===== src/rtl/ctrl_relu_wb_seq.sv =====
// Write-back sequencer for the ReLU output mux.
// Steps a lane-select index over max_q lanes per row for rows_q rows, presenting
// each lane with a valid/ready handshake, then pulses relu_done for one cycle.
module ctrl_relu_wb_seq #(
  parameter int unsigned N_LANES = 4,
  parameter int unsigned ROW_W   = 8,
  localparam int unsigned SEL_W  = $clog2(N_LANES),
  localparam int unsigned CNT_W  = $clog2(N_LANES + 1)
) (
  input  logic             clk,
  input  logic             rst_n,
  input  logic             cnt_load,
  input  logic [CNT_W-1:0] max_val,
  input  logic [ROW_W-1:0] rows_val,
  input  logic             start,
  input  logic             cnt_clear,
  input  logic             out_ready,
  output logic [SEL_W-1:0] sel_mux_relu,
  output logic             wb_valid,
  output logic             relu_done,
  output logic             busy,
  output logic             cfg_err
);

  localparam logic [CNT_W-1:0] MaxReset = CNT_W'(N_LANES);
  localparam logic [CNT_W-1:0] CntOne   = CNT_W'(1);
  localparam logic [ROW_W-1:0] RowOne   = ROW_W'(1);
  localparam logic [SEL_W-1:0] SelOne   = SEL_W'(1);

  typedef enum logic [1:0] {StIdle, StRun, StDone} state_e;

  state_e           state_q, state_d;
  logic [SEL_W-1:0] lane_q, lane_d;
  logic [ROW_W-1:0] row_q, row_d;
  logic [CNT_W-1:0] max_q, max_d;
  logic [ROW_W-1:0] rows_q, rows_d;
  logic             cfg_err_q, cfg_err_d;

  logic xfer, last_lane, last_row, max_bad, rows_bad;

  assign xfer      = (state_q == StRun) && out_ready;
  // max_q >= 1 and rows_q >= 1 always hold, so the subtractions cannot wrap.
  assign last_lane = (CNT_W'(lane_q) == (max_q - CntOne));
  assign last_row  = (row_q == (rows_q - RowOne));
  assign max_bad   = (max_val == '0) || (max_val > MaxReset);
  assign rows_bad  = (rows_val == '0);

  // Next-state: clear overrides everything, then load, then start, then handshake.
  always_comb begin
    state_d   = state_q;
    lane_d    = lane_q;
    row_d     = row_q;
    max_d     = max_q;
    rows_d    = rows_q;
    cfg_err_d = 1'b0;
    if (cnt_clear) begin
      state_d = StIdle;
      lane_d  = '0;
      row_d   = '0;
    end else begin
      unique case (state_q)
        StIdle: begin
          if (cnt_load) begin
            // Illegal values are saturated to safe defaults and flagged.
            max_d     = max_bad ? MaxReset : max_val;
            rows_d    = rows_bad ? RowOne : rows_val;
            cfg_err_d = max_bad | rows_bad;
          end else if (start) begin
            state_d = StRun;
            lane_d  = '0;
            row_d   = '0;
          end
        end
        StRun: begin
          if (xfer) begin
            if (last_lane) begin
              lane_d = '0;
              if (last_row) begin
                state_d = StDone;
                row_d   = '0;
              end else begin
                row_d = row_q + RowOne;
              end
            end else begin
              lane_d = lane_q + SelOne;
            end
          end
        end
        StDone:  state_d = StIdle;
        default: state_d = StIdle;
      endcase
    end
  end

  // State and config registers with synchronous active-low reset.
  always_ff @(posedge clk) begin
    if (!rst_n) begin
      state_q   <= StIdle;
      lane_q    <= '0;
      row_q     <= '0;
      max_q     <= MaxReset;
      rows_q    <= RowOne;
      cfg_err_q <= 1'b0;
    end else begin
      state_q   <= state_d;
      lane_q    <= lane_d;
      row_q     <= row_d;
      max_q     <= max_d;
      rows_q    <= rows_d;
      cfg_err_q <= cfg_err_d;
    end
  end

  // Outputs decode registered state only; out_ready never reaches an output.
  always_comb begin
    wb_valid     = (state_q == StRun);
    busy         = (state_q == StRun);
    relu_done    = (state_q == StDone);
    sel_mux_relu = (state_q == StRun) ? lane_q : '0;
    cfg_err      = cfg_err_q;
  end

endmodule


===== config.mk =====
export PLATFORM = sky130hd
export DESIGN_NAME = ctrl_relu_wb_seq
export DESIGN_NICKNAME = d
export VERILOG_FILES = /design/src/rtl/ctrl_relu_wb_seq.sv
export SDC_FILE = /design/constraint.sdc
export NUM_CORES = 1
export LEC_CHECK = 0
export CAP_MARGIN = 0
export CELL_PAD_IN_SITES_DETAIL_PLACEMENT = 1
export CELL_PAD_IN_SITES_GLOBAL_PLACEMENT = 2
export CORE_MARGIN = 3
export CORE_UTILIZATION = 31
export CTS_CLUSTER_SIZE = 25
export DETAILED_ROUTE_END_ITERATION = 8
export PLACE_DENSITY_LB_ADDON = 0.25
export SLEW_MARGIN = 20
export SYNTH_ARGS = -nofsm -noshare
export SYNTH_HDL_FRONTEND = slang
export SYNTH_SLANG_ARGS = --single-unit

===== constraint.sdc =====
create_clock -name clk -period 2.5 [get_ports clk]
set_input_delay 0.5 -clock clk [delete_from_list [all_inputs] [get_ports clk]]
set_output_delay 0.5 -clock clk [all_outputs]
set_load 0.02 [all_outputs]

==> impl_metrics.toml, run 1 <==
[synth]
synth-xor-area-share_pct = 11.5
postSynthCellCount = 175
synth.area.mux_share_pct = 0
ys_seq_elements = 24
synth_top_family_by_area = "simple AND/OR/NAND/NOR gates"
synth_area_mm2 = 0.00144
synth_ff_type = "dfxtp_1"
syn_nets = 196
synthAdderAreaFrac_pct = 3.47
avgSynthCellArea_um2 = 8.24
ys_warn_count = 0
synthArstFlopShare_pct = 0
yosys.area_share.simple_pct = 29.5
synth_cell_type_count = 45
synth_edf_count = 0
seq_area_frac_synth_pct = 33.3
synth_compound_area_share_pct = 18.1

[clocking]
cts_buffers = 3
clk_pin_slew_ns = 0.09
postCtsSetupRepairBufs = 0
cts_resized = 0
clockRootBuffer = "clkbuf_8"
h-tree-depth = 1
cts_hold_buf = 0
clk_path_buf_depth = 2
cts.sinks = 24
cts_tree = "done"
clkLatencyLatePin_ns = 0.27

[global_routing]
antenna_found_initial = 0
grt_pass1_vias = 1372
gr-total-overflow = 0
grt_max_degree = 15
grt_first_pass_wirelength_um = 6330
grt.total_usage_pct = 14.8

[power_and_ir_drop]
leakagePower_nw = 0.637
p_int_uw = 687
power_density_mw_per_mm2 = 501
power_frac_seq_pct = 44.9
vdd_drop_max_v = 0.000158
clkPwrFrac_pct = 37.7
swShare_pct = 24.2
power_frac_comb_pct = 17.4
switchingPower_uw = 220
total_power_uw = 906

[cells_and_area]
ff_latch_area_um2 = 480
fin_area_mm2 = 0.00181
multiInputGateArea_um2 = 912
final_common_cell = "nand2_1"
diodes = 0
drive_gt1_share_pct = 10.1
layout_common_cells = "nand2_1 (32), dfxtp_1 (24), clkdlybuf4s50_1 (22)"
layout.nets = 220
n_fill_cell = 519
area_delta_synth_final_pct = 25.5

[worst_setup_path]
crit_path_end_kind = "output pin"
crit_fanout = 6
crit_type = "reg -> out"
critical_path_arrival_ns = 1.78
critPathLaunchType = "flop"
critical_path_required_ns = 2.00

[routing]
ant_nets = 0
vias_per_cell = 5.04
dr.pass1.iters = 4
drtIter0Drc = 17
vias = 1259
drc_errors = 0
drt-total-wl_um = 3690
wl_per_cell_um = 14.8

[floorplanning]
rows = 24
ios = 23
core_area_mm2 = 0.00441
die-area_mm2 = 0.00550
die_w_um = 74.2
initial_core_util_pct = 32.7
dieHeight_um = 74.2

[timing]
finalSetupViolations = 0
finClkSkew_ns = 0.00737
min_period_ns = 2.28
tns_ns = 0
rsz0062_at_grt = "no"
slew_headroom_pct = 77.1
fmax_ghz = 0.439
finalCritPeriodShare_pct = 91.1
worstMarginPinSlew_ns = 0.344
finalHoldViolations = 0
fin_ws_ns = 0.223
drv_slew = 0
hold_ws_ns = 0.472

[min_path]
hold_class = "reg -> reg"

[job]
cap_violations = 0

[placed_design]
place_area_mm2 = 0.00174
place_ws_ns = 0.132
globalplace.congestion = 0.788
numPortBuffers = 22
hpwl_um = 2910

[run_status]
outcome = "completed"
[Yosys cell counts (2+ instances only)]
master    number  area, um^2
nand3_1        3        15.0
a21oi_1        4        20.0
or4_1          2        15.0
nand3b_1       3        22.5
ha_1           4        50.1
nand4_1        3        18.8
nand2b_1       2        12.5
xnor2_1       11        96.3
clkbuf_1       6        22.5
o21a_1         2        15.0
o21ai_0        2        10.0
nor2_1        17        63.8
nor3_1         5        25.0
a21boi_0       9        67.6
nand4b_1       2        17.5
xor2_1         8        70.1
nor2b_1        2        12.5
nor3_2         2        20.0
o21bai_1       2        15.0
and2_1         2        12.5
inv_1          6        22.5
dfxtp_1       24         480
nand2_1       32         120
[routing by layer]
metal | global-route usage, % | wire length [um] | vias to the layer above | part of all wire, %
met1 | 17.3 | 1650 | 598 | 45
li1 | - | - | 644 | -
met5 | 0 | 0 | - | 0
met2 | 27.6 | 1950 | 13 | 53
met4 | 4.43 | 36 | 0 | 0.97
met3 | 2.16 | 59 | 4 | 1.6
[cell families (layout without fill, tap and decap cells)]
logic type	Yosys count	in the layout
AND/OR/NAND/NOR	82	82
AO/OA/AOI/OAI	32	32
XOR/XNOR	19	19
adder cells (fa/ha/maj)	4	4
flip-flops	24	24
buffers and inverters	14	37
[worst max-delay path, stage by stage, from the launching register on]
cell and delay, ns:
dfxtp_1 0.43, inv_1 0.14, nor2_2 0.19, and2_1 0.15, clkdlybuf4s50_1 0.60
[registers in the layout, indices dropped and copies added, names as in the netlist]
register and flops:
row_q 8, rows_q 8, lane_q 2, max_q 3
cfg_err 1, state_q 2
[power by group through the flow]
stage	sequential (mW)	combinational, mW	clock [mW]
final	0.407	0.157	0.342
after global routing	0.410	0.175	0.372
after CTS	0.408	0.159	0.357
after floorplan	0.413	0.0998	0
after global placement	0.416	0.152	0
after detailed placement	0.416	0.158	0
[path summary, 6_finish.rpt]
| path | slack [ns] | to | cells past startpoint | startpoint |
|---|---|---|---|---|
| setup / recovery | 0.22 | sel_mux_relu[0] | 4 | state_q[0] |
| hold / removal | 0.47 | max_q[1] | 2 | max_q[1] |
| setup reg to reg | 0.32 | row_q[3] | 8 | rows_q[1] |
| hold reg to reg | 0.47 | max_q[1] | 2 | max_q[1] |
[through the flow]
stage / util [%] / instances
4_1_cts: 40.9 / 250
6_report: 41.0 / 250
3_5_place_dp: 39.3 / 246
5_1_grt: 41.0 / 250
2_1_floorplan: - / 175
3_3_place_gp: 39.3 / 246
[cell type report]
type | instances | area share [%]
clock buffer | 3 | 2.28
clock inverter | 1 | 1.66
inverter | 6 | 1.24
multi-input combinational | 137 | 50.4
sequential | 24 | 26.6
tap | 52 | 3.60
timing repair buffer | 27 | 14.2
(Power assumes the default switching activity.)
==> run 2: changes to the inputs <==
--- a/config.mk
+++ b/config.mk
@@ -12,7 +12,7 @@
 export CORE_UTILIZATION = 31
 export CTS_CLUSTER_SIZE = 25
 export DETAILED_ROUTE_END_ITERATION = 8
-export PLACE_DENSITY_LB_ADDON = 0.25
+export PLACE_DENSITY_LB_ADDON = 0.1
 export SLEW_MARGIN = 20
 export SYNTH_ARGS = -nofsm -noshare
 export SYNTH_HDL_FRONTEND = slang
==> impl_metrics.toml, run 2 (same netlist as run 1, synthesis figures left out) <==
[floorplanning]
core_area_mm2 = 0.00441
rows = 24
dieHeight_um = 74.2
die-area_mm2 = 0.00550
ios = 23
die_w_um = 74.2
initial_core_util_pct = 32.7

[routing]
drtIter0Drc = 25
drt-total-wl_um = 3470
wl_per_cell_um = 13.9
ant_nets = 0
vias = 1266
vias_per_cell = 5.08
dr.pass1.iters = 4
drc_errors = 0

[global_routing]
gr-total-overflow = 0
grt.total_usage_pct = 14.2
grt_pass1_vias = 1343
grt_first_pass_wirelength_um = 6090
antenna_found_initial = 0
grt_max_degree = 14

[timing]
fmax_ghz = 0.437
worstMarginPinSlew_ns = 0.326
finalHoldViolations = 0
min_period_ns = 2.29
slew_headroom_pct = 78.2
finalCritPeriodShare_pct = 91.5
finalSetupViolations = 0
drv_slew = 0
finClkSkew_ns = 0.00358
tns_ns = 0
rsz0062_at_grt = "no"
hold_ws_ns = 0.473

[clocking]
cts_tree = "done"
h-tree-depth = 1
cts_buffers = 3
clk_path_buf_depth = 2
clkLatencyLatePin_ns = 0.27
cts.sinks = 24
postCtsSetupRepairBufs = 0
cts_resized = 0
cts_hold_buf = 0
clockRootBuffer = "clkbuf_8"
clk_pin_slew_ns = 0.09

[cells_and_area]
drive_gt1_share_pct = 9.64
area_delta_synth_final_pct = 23.9
final_common_cell = "nand2_1"
fin_cells = 249
diodes = 0
final_util_pct = 40.4
largestRegisters = "row_q (8), rows_q (8), max_q (3)"
layout_common_cells = "nand2_1 (32), dfxtp_1 (24), clkdlybuf4s50_1 (22)"
n_fill_cell = 537
layout.nets = 219

[worst_setup_path]
crit_fanout = 6
reg2reg_from = "rows_q[0]"
critical_path_required_ns = 2.00
worstSetupStartpoint = "state_q[0]"
crit_path_end_kind = "output pin"
crit_type = "reg -> out"
critical_path_arrival_ns = 1.79
critPathLaunchType = "flop"
reg2reg_depth = 8

[placed_design]
hpwl_um = 2760
numPortBuffers = 22
globalplace.congestion = 0.768
placedCellCount = 245

[min_path]
hold_class = "reg -> reg"
hp-start = "max_q[1]"
hold_path_depth = 2

[power_and_ir_drop]
leakagePower_nw = 0.625
swShare_pct = 26.3
p_int_uw = 612
power_frac_comb_pct = 18.5
power_frac_seq_pct = 49.1
clkPwrFrac_pct = 32.4
power_density_mw_per_mm2 = 465
switchingPower_uw = 219
vdd_drop_max_v = 0.000216
total_power_uw = 831

[job]
cap_violations = 0

[run_status]
outcome = "completed"
## run 2: per-layer routing
layer	vias up	global-route usage, %	routed length (um)
li1	644	-	-
met1	605	16.8	1610
met2	15	25.2	1740
met3	2	3.38	103
met4	0	4.63	24
met5	-	0	0
## run 2: power by group through the flow
stage                     Combinational (mW)  Sequential (mW)  Clock (mW)
after floorplan                       0.0998            0.413           0
after global placement                 0.151            0.417           0
after detailed placement               0.155            0.417           0
after CTS                              0.157            0.409       0.284
after global routing                   0.171            0.411       0.298
final                                  0.154            0.408       0.269
## run 2: worst paths after layout
path | endpoint | slack, ns
setup reg to reg | row_q[6] | 0.23
setup / recovery | sel_mux_relu[1] | 0.21
hold reg to reg | max_q[1] | 0.47
hold / removal | max_q[1] | 0.47
## run 2: layout make-up
| class | count | area (um^2) | area share (%) |
|---|---|---|---|
| inverters | 6 | 22.5 | 1.26 |
| clock buffers | 4 | 55.1 | 3.08 |
| multi-input cells | 137 | 912 | 51.1 |
| flip-flops and latches | 24 | 480 | 26.9 |
| well taps | 52 | 65.1 | 3.64 |
| repair buffers | 26 | 250 | 14.0 |
## run 2: through the flow
| stage | cell area (um^2) | setup slack, ns |
|---|---|---|
| 3_3_place_gp | 1730 | 0.184 |
| 4_1_cts | 1780 | 0.0835 |
| 5_1_grt | 1790 | 0.0345 |
| 2_1_floorplan | 1440 | 0.426 |
| 6_report | 1790 | 0.213 |
| 3_5_place_dp | 1730 | 0.132 |
## run 2: critical path: stages (launching register included)
cell	delay, ns
dfxtp_1	0.43
inv_1	0.14
nor2_2	0.19
and2_1	0.15
clkdlybuf4s50_1	0.60
